**config.mk**
```make
export PLATFORM = sky130hd
export DESIGN_NAME = mmio_input_hub_flat
export DESIGN_NICKNAME = d
export VERILOG_FILES = /design/src/rtl/mmio_input_hub_if.sv /design/src/rtl/mmio_input_hub.sv /design/src/flat_wrapper.sv
export SDC_FILE = /design/constraint.sdc
export NUM_CORES = 1
export LEC_CHECK = 0
export BUFFER_PORTS_ARGS = -buffer_cell sky130_fd_sc_hd__buf_2
export CAP_MARGIN = 40
export CELL_PAD_IN_SITES_DETAIL_PLACEMENT = 0
export CELL_PAD_IN_SITES_GLOBAL_PLACEMENT = 1
export CORE_MARGIN = 8
export CORE_UTILIZATION = 41
export DETAILED_ROUTE_END_ITERATION = 7
export PLACE_DENSITY_LB_ADDON = 0.1
export SLEW_MARGIN = 10
export SYNTH_ARGS = -nofsm -noshare
export SYNTH_HDL_FRONTEND = slang
export SYNTH_SLANG_ARGS = --single-unit
export TNS_END_PERCENT = 20
```
**constraint.sdc**
```tcl
create_clock -name clk -period 39.2 [get_ports clk]
set_clock_uncertainty 0.1 [all_clocks]
set_input_delay 7.84 -clock clk [delete_from_list [all_inputs] [get_ports clk]]
set_output_delay 7.84 -clock clk [all_outputs]
set_load 0.02 [all_outputs]
```
**src/rtl/mmio_input_hub_if.sv**
```systemverilog
// CPU-side and channel-side signals of the multi-channel input hub.
// The master modport is the bus driver. The slave modport is the hub.
interface mmio_input_hub_if #(
    parameter int N_CH = 4,
    parameter int DW   = 16,
    parameter int AW   = 12
);
    logic [N_CH-1:0][DW-1:0] ch_data;
    logic [N_CH-1:0]         ch_strobe;
    logic [AW-1:0]           address;
    logic                    memwt;
    logic                    rd_en;
    logic [DW-1:0]           wr_data;
    logic [DW-1:0]           rd_data;
    logic                    hit;
    logic                    ovf_any;

    modport master (
        output ch_data, ch_strobe, address, memwt, rd_en, wr_data,
        input  rd_data, hit, ovf_any
    );
    modport slave (
        input  ch_data, ch_strobe, address, memwt, rd_en, wr_data,
        output rd_data, hit, ovf_any
    );
endinterface

```
**src/rtl/mmio_input_hub.sv**
```systemverilog
// Memory-mapped input hub. Each channel captures its word on a strobe rising edge.
// The word goes into a small FIFO. The CPU polls STAT and pops the FIFO through DATA.
module mmio_input_ch #(
    parameter int DW          = 16,
    parameter int DEPTH       = 4,
    parameter int SYNC_STAGES = 2,
    localparam int PW         = $clog2(DEPTH),
    localparam int CW         = PW + 1
) (
    input  logic          clk,
    input  logic          reset,
    input  logic [DW-1:0] data,
    input  logic          strobe,
    input  logic          pop,
    input  logic          flush,
    input  logic          clr_ovf,
    output logic [DW-1:0] head,
    output logic [CW-1:0] count,
    output logic          not_empty,
    output logic          full,
    output logic          ovf
);
    logic [SYNC_STAGES-1:0]  sync_pipe;
    logic                    strobe_q;
    logic [DEPTH-1:0][DW-1:0] mem;
    logic [PW-1:0]           wp, rp;
    logic                    push, do_push, do_pop;

    assign push      = sync_pipe[SYNC_STAGES-1] & ~strobe_q;
    assign not_empty = (count != '0);
    assign full      = (count == CW'(DEPTH));
    assign do_pop    = pop & not_empty;
    // A pop at the same edge frees the slot that a push on a full FIFO needs.
    assign do_push   = push & (~full | do_pop);
    assign head      = mem[rp];

    always_ff @(posedge clk or posedge reset) begin
        if (reset) begin
            sync_pipe <= '0;
            strobe_q  <= 1'b0;
        end else begin
            sync_pipe <= {sync_pipe[SYNC_STAGES-2:0], strobe};
            strobe_q  <= sync_pipe[SYNC_STAGES-1];
        end
    end

    always_ff @(posedge clk or posedge reset) begin
        if (reset) begin
            mem   <= '0;
            wp    <= '0;
            rp    <= '0;
            count <= '0;
            ovf   <= 1'b0;
        end else begin
            if (clr_ovf)
                ovf <= 1'b0;
            // Flush wins over a same-cycle push. That push is dropped silently.
            if (flush) begin
                wp    <= '0;
                rp    <= '0;
                count <= '0;
            end else begin
                if (do_push) begin
                    mem[wp] <= data;
                    wp      <= wp + PW'(1);
                end
                if (do_pop)
                    rp <= rp + PW'(1);
                if (push && full && !do_pop)
                    ovf <= 1'b1;
                count <= count + CW'(do_push) - CW'(do_pop);
            end
        end
    end
endmodule

module mmio_input_hub #(
    parameter int            N_CH        = 4,
    parameter int            DW          = 16,
    parameter int            AW          = 12,
    parameter int            FIFO_DEPTH  = 4,
    parameter logic [AW-1:0] BASE_ADDR   = 12'h900,
    parameter int            SYNC_STAGES = 2
) (
    input logic              clk,
    input logic              reset,
    mmio_input_hub_if.slave  bus
);
    localparam int CW  = $clog2(FIFO_DEPTH) + 1;
    localparam int WIN = 2 * N_CH + 1;

    logic [AW-1:0]           off;
    logic                    in_win, gstat_sel, gclr, ovf_or;
    logic [N_CH-1:0]         pop, stat_wr, ne, full, ovf;
    logic [N_CH-1:0][DW-1:0] head, stat;
    logic [N_CH-1:0][CW-1:0] cnt;
    logic                    unused_wr;

    assign off       = bus.address - BASE_ADDR;
    assign in_win    = (bus.address >= BASE_ADDR) &&
                       ({1'b0, bus.address} < ({1'b0, BASE_ADDR} + (AW+1)'(WIN)));
    assign gstat_sel = in_win && (off == AW'(2 * N_CH));
    assign gclr      = gstat_sel & bus.memwt & bus.wr_data[DW-1];
    assign unused_wr = ^bus.wr_data;

    for (genvar i = 0; i < N_CH; i++) begin : g_ch
        assign pop[i]     = in_win & bus.rd_en & ~bus.memwt & (off == AW'(2 * i));
        assign stat_wr[i] = in_win & bus.memwt & (off == AW'(2 * i + 1));
        assign stat[i]    = DW'({cnt[i], 1'b0, ovf[i], full[i], ne[i]});

        mmio_input_ch #(
            .DW(DW), .DEPTH(FIFO_DEPTH), .SYNC_STAGES(SYNC_STAGES)
        ) u_ch (
            .clk       (clk),
            .reset     (reset),
            .data      (bus.ch_data[i]),
            .strobe    (bus.ch_strobe[i]),
            .pop       (pop[i]),
            .flush     (stat_wr[i] & bus.wr_data[DW-1]),
            .clr_ovf   ((stat_wr[i] & bus.wr_data[2]) | gclr),
            .head      (head[i]),
            .count     (cnt[i]),
            .not_empty (ne[i]),
            .full      (full[i]),
            .ovf       (ovf[i])
        );
    end

    assign ovf_or      = |ovf;
    assign bus.ovf_any = ovf_or;
    assign bus.hit     = in_win & ~reset;

    always_comb begin
        bus.rd_data = '0;
        if (in_win && !reset) begin
            if (gstat_sel) begin
                bus.rd_data[N_CH-1:0] = ne;
                bus.rd_data[DW-1]     = ovf_or;
            end
            for (int i = 0; i < N_CH; i++) begin
                if (off == AW'(2 * i))
                    bus.rd_data = ne[i] ? head[i] : '0;
                else if (off == AW'(2 * i + 1))
                    bus.rd_data = stat[i];
            end
        end
    end
endmodule

```
**src/flat_wrapper.sv**
```systemverilog
// flat-port wrapper written by rule: the top's interface ports become plain ports
module mmio_input_hub_flat 
#(
    parameter int            N_CH        = 4,
    parameter int            DW          = 16,
    parameter int            AW          = 12,
    parameter int            FIFO_DEPTH  = 4,
    parameter logic [AW-1:0] BASE_ADDR   = 12'h900,
    parameter int            SYNC_STAGES = 2
)
  (clk, reset, bus_ch_data, bus_ch_strobe, bus_address, bus_memwt, bus_rd_en, bus_wr_data, bus_rd_data, bus_hit, bus_ovf_any);
  mmio_input_hub_if #(.N_CH(N_CH), .DW(DW), .AW(AW)) bus_i ();
  input logic clk;
  input logic reset;
  input wire logic [$bits(bus_i.ch_data)-1:0] bus_ch_data;
  input wire logic [$bits(bus_i.ch_strobe)-1:0] bus_ch_strobe;
  input wire logic [$bits(bus_i.address)-1:0] bus_address;
  input wire logic [$bits(bus_i.memwt)-1:0] bus_memwt;
  input wire logic [$bits(bus_i.rd_en)-1:0] bus_rd_en;
  input wire logic [$bits(bus_i.wr_data)-1:0] bus_wr_data;
  output wire logic [$bits(bus_i.rd_data)-1:0] bus_rd_data;
  output wire logic [$bits(bus_i.hit)-1:0] bus_hit;
  output wire logic [$bits(bus_i.ovf_any)-1:0] bus_ovf_any;
  assign bus_i.ch_data = bus_ch_data;
  assign bus_i.ch_strobe = bus_ch_strobe;
  assign bus_i.address = bus_address;
  assign bus_i.memwt = bus_memwt;
  assign bus_i.rd_en = bus_rd_en;
  assign bus_i.wr_data = bus_wr_data;
  assign bus_rd_data = bus_i.rd_data;
  assign bus_hit = bus_i.hit;
  assign bus_ovf_any = bus_i.ovf_any;
  mmio_input_hub #(.N_CH(N_CH), .DW(DW), .AW(AW), .FIFO_DEPTH(FIFO_DEPTH), .BASE_ADDR(BASE_ADDR), .SYNC_STAGES(SYNC_STAGES)) u_core (.clk(clk), .reset(reset), .bus(bus_i));
endmodule
```
# == Yosys cells after proc, flatten, opt, wreduce, memory -nomap -nowiden ==
# Index checks and enable logic that the tools add are counted.
# totals
ff_bits,300
inputBits,100
out_inout_bits,18
wordCells,244
# op_classes
n_lt_le_gt_ge,14
n_reduce_logical,38
bitwise,56
n_addsub,17
mux,67
eq_ne,12
# ops
operator,count
$mux 16,21
$bwmux 64,4
$bmux 16 s2,4
$demux 16 s2,4
$eq 12x3->1 const B,4
$and 1x1->1,34
$mux 2,16
$eq 12x2->1 const B,2
$lt 2x3->1 const B,8
$add 2x1->2 const B,8
$reduce_bool 2->1,8
$logic_and 1x1->1,15
$not 1->1,14
$mux 1,13
$add 3x1->3,4
$eq 12x1->1 const B,1
$eq 12x4->1 const B,1
$eq 3x3->1 const B,4
$ge 12x12->1 const B,1
$logic_not 12->1,1
$lt 12x12->1 const B,1
$mux 3,4
$reduce_bool 3->1,4
$sub 12x12->12 const B,1
7 further kinds,27

# == Logic depth before layout (Yosys ltp) ==
# logic_depth
ltp_word,13
depth_mapped,15
ltp_nobuf,13

# == Modules after synthesis ==
# A second synthesis with hierarchy kept.
# hier_totals
cells_unflattened,1022
area_unflattened_um2,15632.5
# modules_own_cells
mod,cells_per_inst,seq_area_each_um2,instances,area_per_inst_um2
mmio_input_ch at u_core.g_ch[0].u_ch ...,207,1876.8,3,3604.7
mmio_input_ch at u_core.g_ch[3].u_ch,208,1876.8,1,3614.7
mmio_input_hub,193,0.0,1,1203.7

# == Worst setup path after synthesis ==
# No wires, ideal clock.
# synth_timing
kind,input-to-output
from,input reset
to,output bus_rd_data[11]
t_arrival_ps,16360
path_buffers,0
cell_stages,5
path_slack_ps,14900
required_ps,31260
path_cell_list,inv_1 -> nand2_1 -> inv_1 -> nand4_1 -> o22ai_1
# synth_between
elab_chain_cells,3
# synth_rtl
item,line,text
start: declaration,flat_wrapper.sv:14,input logic reset;
$logic_not 1->1,mmio_input_hub.sv:135,if (in_win && !reset) begin
$logic_and 1x1->1,mmio_input_hub.sv:135,
$mux 16,mmio_input_hub.sv:135,
end: declaration,flat_wrapper.sv:21,output wire logic [$bits(bus_i.rd_data)-1:0] bus_rd_data;
# Every way passes these cells.

# == Worst setup path in the final report ==
# layout_timing
from,input bus_address[9]
to,output bus_rd_data[8]
# layout_between
elab_chain_cells,10
word_cells_on_any_way,20
cone_classes,1 x add/sub; 2 x order compare; 6 x eq/ne; 8 x mux; 3 x reduce/logical
# layout_rtl
item,line,text
start: declaration,flat_wrapper.sv:17,input wire logic [$bits(bus_i.address)-1:0] bus_address;
$sub 12x12->12,mmio_input_hub.sv:99,assign off = bus.address - BASE_ADDR;
$logic_not 12->1,mmio_input_hub.sv:141,if (off == AW'(2 * i))
$mux 16,mmio_input_hub.sv:141,
$mux 16,mmio_input_hub.sv:143,else if (off == AW'(2 * i + 1))
$mux 16,mmio_input_hub.sv:141,
$mux 16,mmio_input_hub.sv:143,
$mux 16,mmio_input_hub.sv:141,
$mux 16,mmio_input_hub.sv:143,
$mux 16,mmio_input_hub.sv:141,
$mux 16 (*),mmio_input_hub.sv:135,
# Every way passes the cells marked *; elsewhere a longest branch is shown, timed or not.

==> results.md <==
* Overall Global Routing Usage at 17.16%
* Worst Setup SP: bus_address[9]
* IO Pins at 118
* Critical path's largest stage delay at 0.50 ns
* Static leakage at 7.172 nW
* Synth Area per Inst at 14.18 um2
* Commonest cells post-synth: dfrtp_1 (300), mux2_2 (256), mux4_2 (64)
* Largest net degree at the start of global routing at 174
* Buf/Inv on CP at 4
* Layout cell share with drive strength beyond 1 at 45.84%
* Number of synthesized flops with an enable pin at 0
* Crit. End Element: output port
* HP Class: reg2reg
* Core footprint at 34460 um2
* R2r startpoint: u_core.g_ch[1].u_ch.count[1]
* GRT overflow at 0
* Drt first pass iters at 4
* Critical Setup Path Class: in2out
* Initial DRC count at 437
* Vias in the first global route at 9134
* Mapped Cells at 1011
* Clock buffer count from CTS at 36
* Worst path cell trace: buf_2 -> nor4bb_2 -> buf_2 -> and2_1 -> and2_1 -> nand2_1 -> inv_1 -> nand4_1 -> o22ai_1 -> buf_2
* Clock Tree Root: clkbuf_16
* Critical Path Fanout Max at 9
* Hold buffers post-CTS at 0
* Total negative slack at 0 ns
* Cell Count, Final, Fillers Out at 1599
* Initial core utilization at 41.60%
* Via density at 5.380
* Fmax at 53.13 MHz
* Clock latency on the worst-skew pair at 0.51 ns
* Setup repair bufs after CTS at 0
* Worst-path clk slew at 0.05 ns
* Max_slew headroom at 34.72%
* Synthesized flop and latch total at 300
* Clock Path Buffers at 3
* Reg2reg end: u_core.g_ch[1].u_ch.count[2]
* I/O Buffers at 103
* Fin nets at 1246
* Max-cap viol count at 0
* DRC viols at 0
* H-tree Lvls at 2
* Hold Path Origin: u_core.g_ch[0].u_ch.sync_pipe[0]
* Post-synth cell types at 57
* Largest cells by area after synthesis: dfrtp_1 (52%), mux2_2 (20%), mux4_2 (10%)
* Total number of yosys warnings at 0
* Cts repair resizes at 0
* Worst Path Required at 31.26 ns
* Setup-failing EPs final at 0
* Post-DR wirelength/cell at 21.80 um
* Post-layout min period at 18.82 ns
* Cell Rows at 68
* DIE AREA at 41200 um2
* Worst-Margin Slew at 0.9791 ns
* Chip height at 203.0 um
* Drt total wl at 34870 um
* Max VDD drop at 35.51 uV
* CTS tree: yes
* Slowest-stage cell, CP: nand4_1
* Max Transition Viols Final at 0
* Via count at 8603
* Fillers at 3100
* Synthesized area at 14330 um2
* Multi-input gate area at 6450 um2
* Final hold vios at 0
* Yosys top cell area share at 52.37%
* Hpwl dp at 24200 um
* Cell mode on critical path: buf_2
* Most used DFF post-synth: dfrtp_1
* Status: complete, no violations
* Async set-reset flop share out of synthesis at 100.0%
* CP arrival at 10.88 ns
* Sink Count at 300
* First-pass GRT wire length at 55110 um
* Pwr/cell area at 69.50 nW/um2
* Dpl cells at 1535
* Worst Hold Path EP: u_core.g_ch[0].u_ch.sync_pipe[1]
* Setup slack, reg-to-reg at 35.79 ns
* Hold Path Depth at 0
* Worst r2r path cells at 12
* Sequential Area at 7507 um2
* Layout area overhead at 15.76%
* Unrepaired setup endpoints after global routing: no
* Most frequent cell after synthesis: dfrtp_1
* Post-route ant nets at 0
* Mapped Nets at 1139
* Critical path startpoint category: input pin
* Fin crit share at 48.02%
* Final GP Congestion at 0.7955
* Initial antenna violation count at 5
* Cell taking the most area after synthesis: dfrtp_1
* Horiz. Die Dim at 203.0 um
* Post-synthesis sequential area ratio at 52.37%
* Delay-heaviest family, CP: simple AND/OR/NAND/NOR gates
## layer usage
layer | up-vias | global-route usage (%) | share of wire [%]
li1 | 3926 | - | -
met1 | 4470 | 23.67 | 46
met2 | 152 | 27.35 | 47
met3 | 47 | 3.698 | 4.5
met4 | 8 | 4.170 | 1.9
met5 | - | 0 | 0.14
## layout by cell type, fill, tap and decap left out, types with 19 or more instances in the layout
cell type  instances
mux4_2            64
o21ai_0           20
nor2_1            39
nand2_1           30
mux2_2           256
clkbuf_16         37
inv_1             38
nor2b_1           19
ha_1              24
dfrtp_1          300
buf_2            104
## per-stage QoR
stage | power, mW | setup WS, ns | utilization, % | hold WS, ns | instance area (um2)
floorplan | 0.7615 | 14.90 | - | 0.2312 | 14340
global placement | 0.8274 | 20.10 | 44.27 | 0.2331 | 15250
detailed placement | 0.8417 | 20.39 | 44.84 | 0.2379 | 15450
CTS | 1.169 | 20.38 | 48.15 | 0.2487 | 16590
global route | 1.225 | 20.19 | 48.15 | 0.2627 | 16590
finish | 1.153 | 20.38 | 48.16 | 0.2505 | 16590
## registers in the layout (all words and copies together) (netlist names)
| register | flops |
|---|---|
| u_core.g_ch.u_ch.sync_pipe | 8 |
| u_core.g_ch.u_ch.strobe_q | 4 |
| u_core.g_ch.u_ch.ovf | 4 |
| u_core.g_ch.u_ch.rp | 8 |
| u_core.g_ch.u_ch.mem | 256 |
| u_core.g_ch.u_ch.wp | 8 |
| u_core.g_ch.u_ch.count | 12 |
## area by class of cell
type	count	share of cell area [%]
sequential	300	45.24
multi-input combinational	621	38.87
inverter	39	0.9274
antenna	1	0.01508
timing repair buffer	120	4.652
tap	455	3.431
clock inverter	9	0.4825
clock buffer	54	6.386
## worst max-delay path by stage
| stage | to | depth (start not counted) |
|---|---|---|
| 2_1_floorplan | bus_rd_data[11] | 5 |
| 3_3_place_gp | bus_rd_data[6] | 7 |
| 3_5_place_dp | bus_rd_data[8] | 10 |
| 4_1_cts | bus_rd_data[8] | 10 |
| 5_1_grt | bus_rd_data[8] | 10 |
| 6_report | bus_rd_data[8] | 10 |
## logic make-up after synthesis
kind of cell / count (synthesis) / synth area share (%)
xor gates and xnor gates: 20 / 1.222
adders and majority gates: 28 / 2.653
and+or+nand+nor: 166 / 6.747
buffers and inverters: 90 / 2.714
AOI/OAI and AO/OA: 83 / 3.849
muxes: 324 / 30.44
DFF: 300 / 52.37
## where the power goes
group / switching, mW / internal [mW]
sequential: 0.0731 / 0.454
clock: 0.127 / 0.193
combinational: 0.116 / 0.190
total: 0.317 / 0.837
Power figures use the tool's default switching activity.
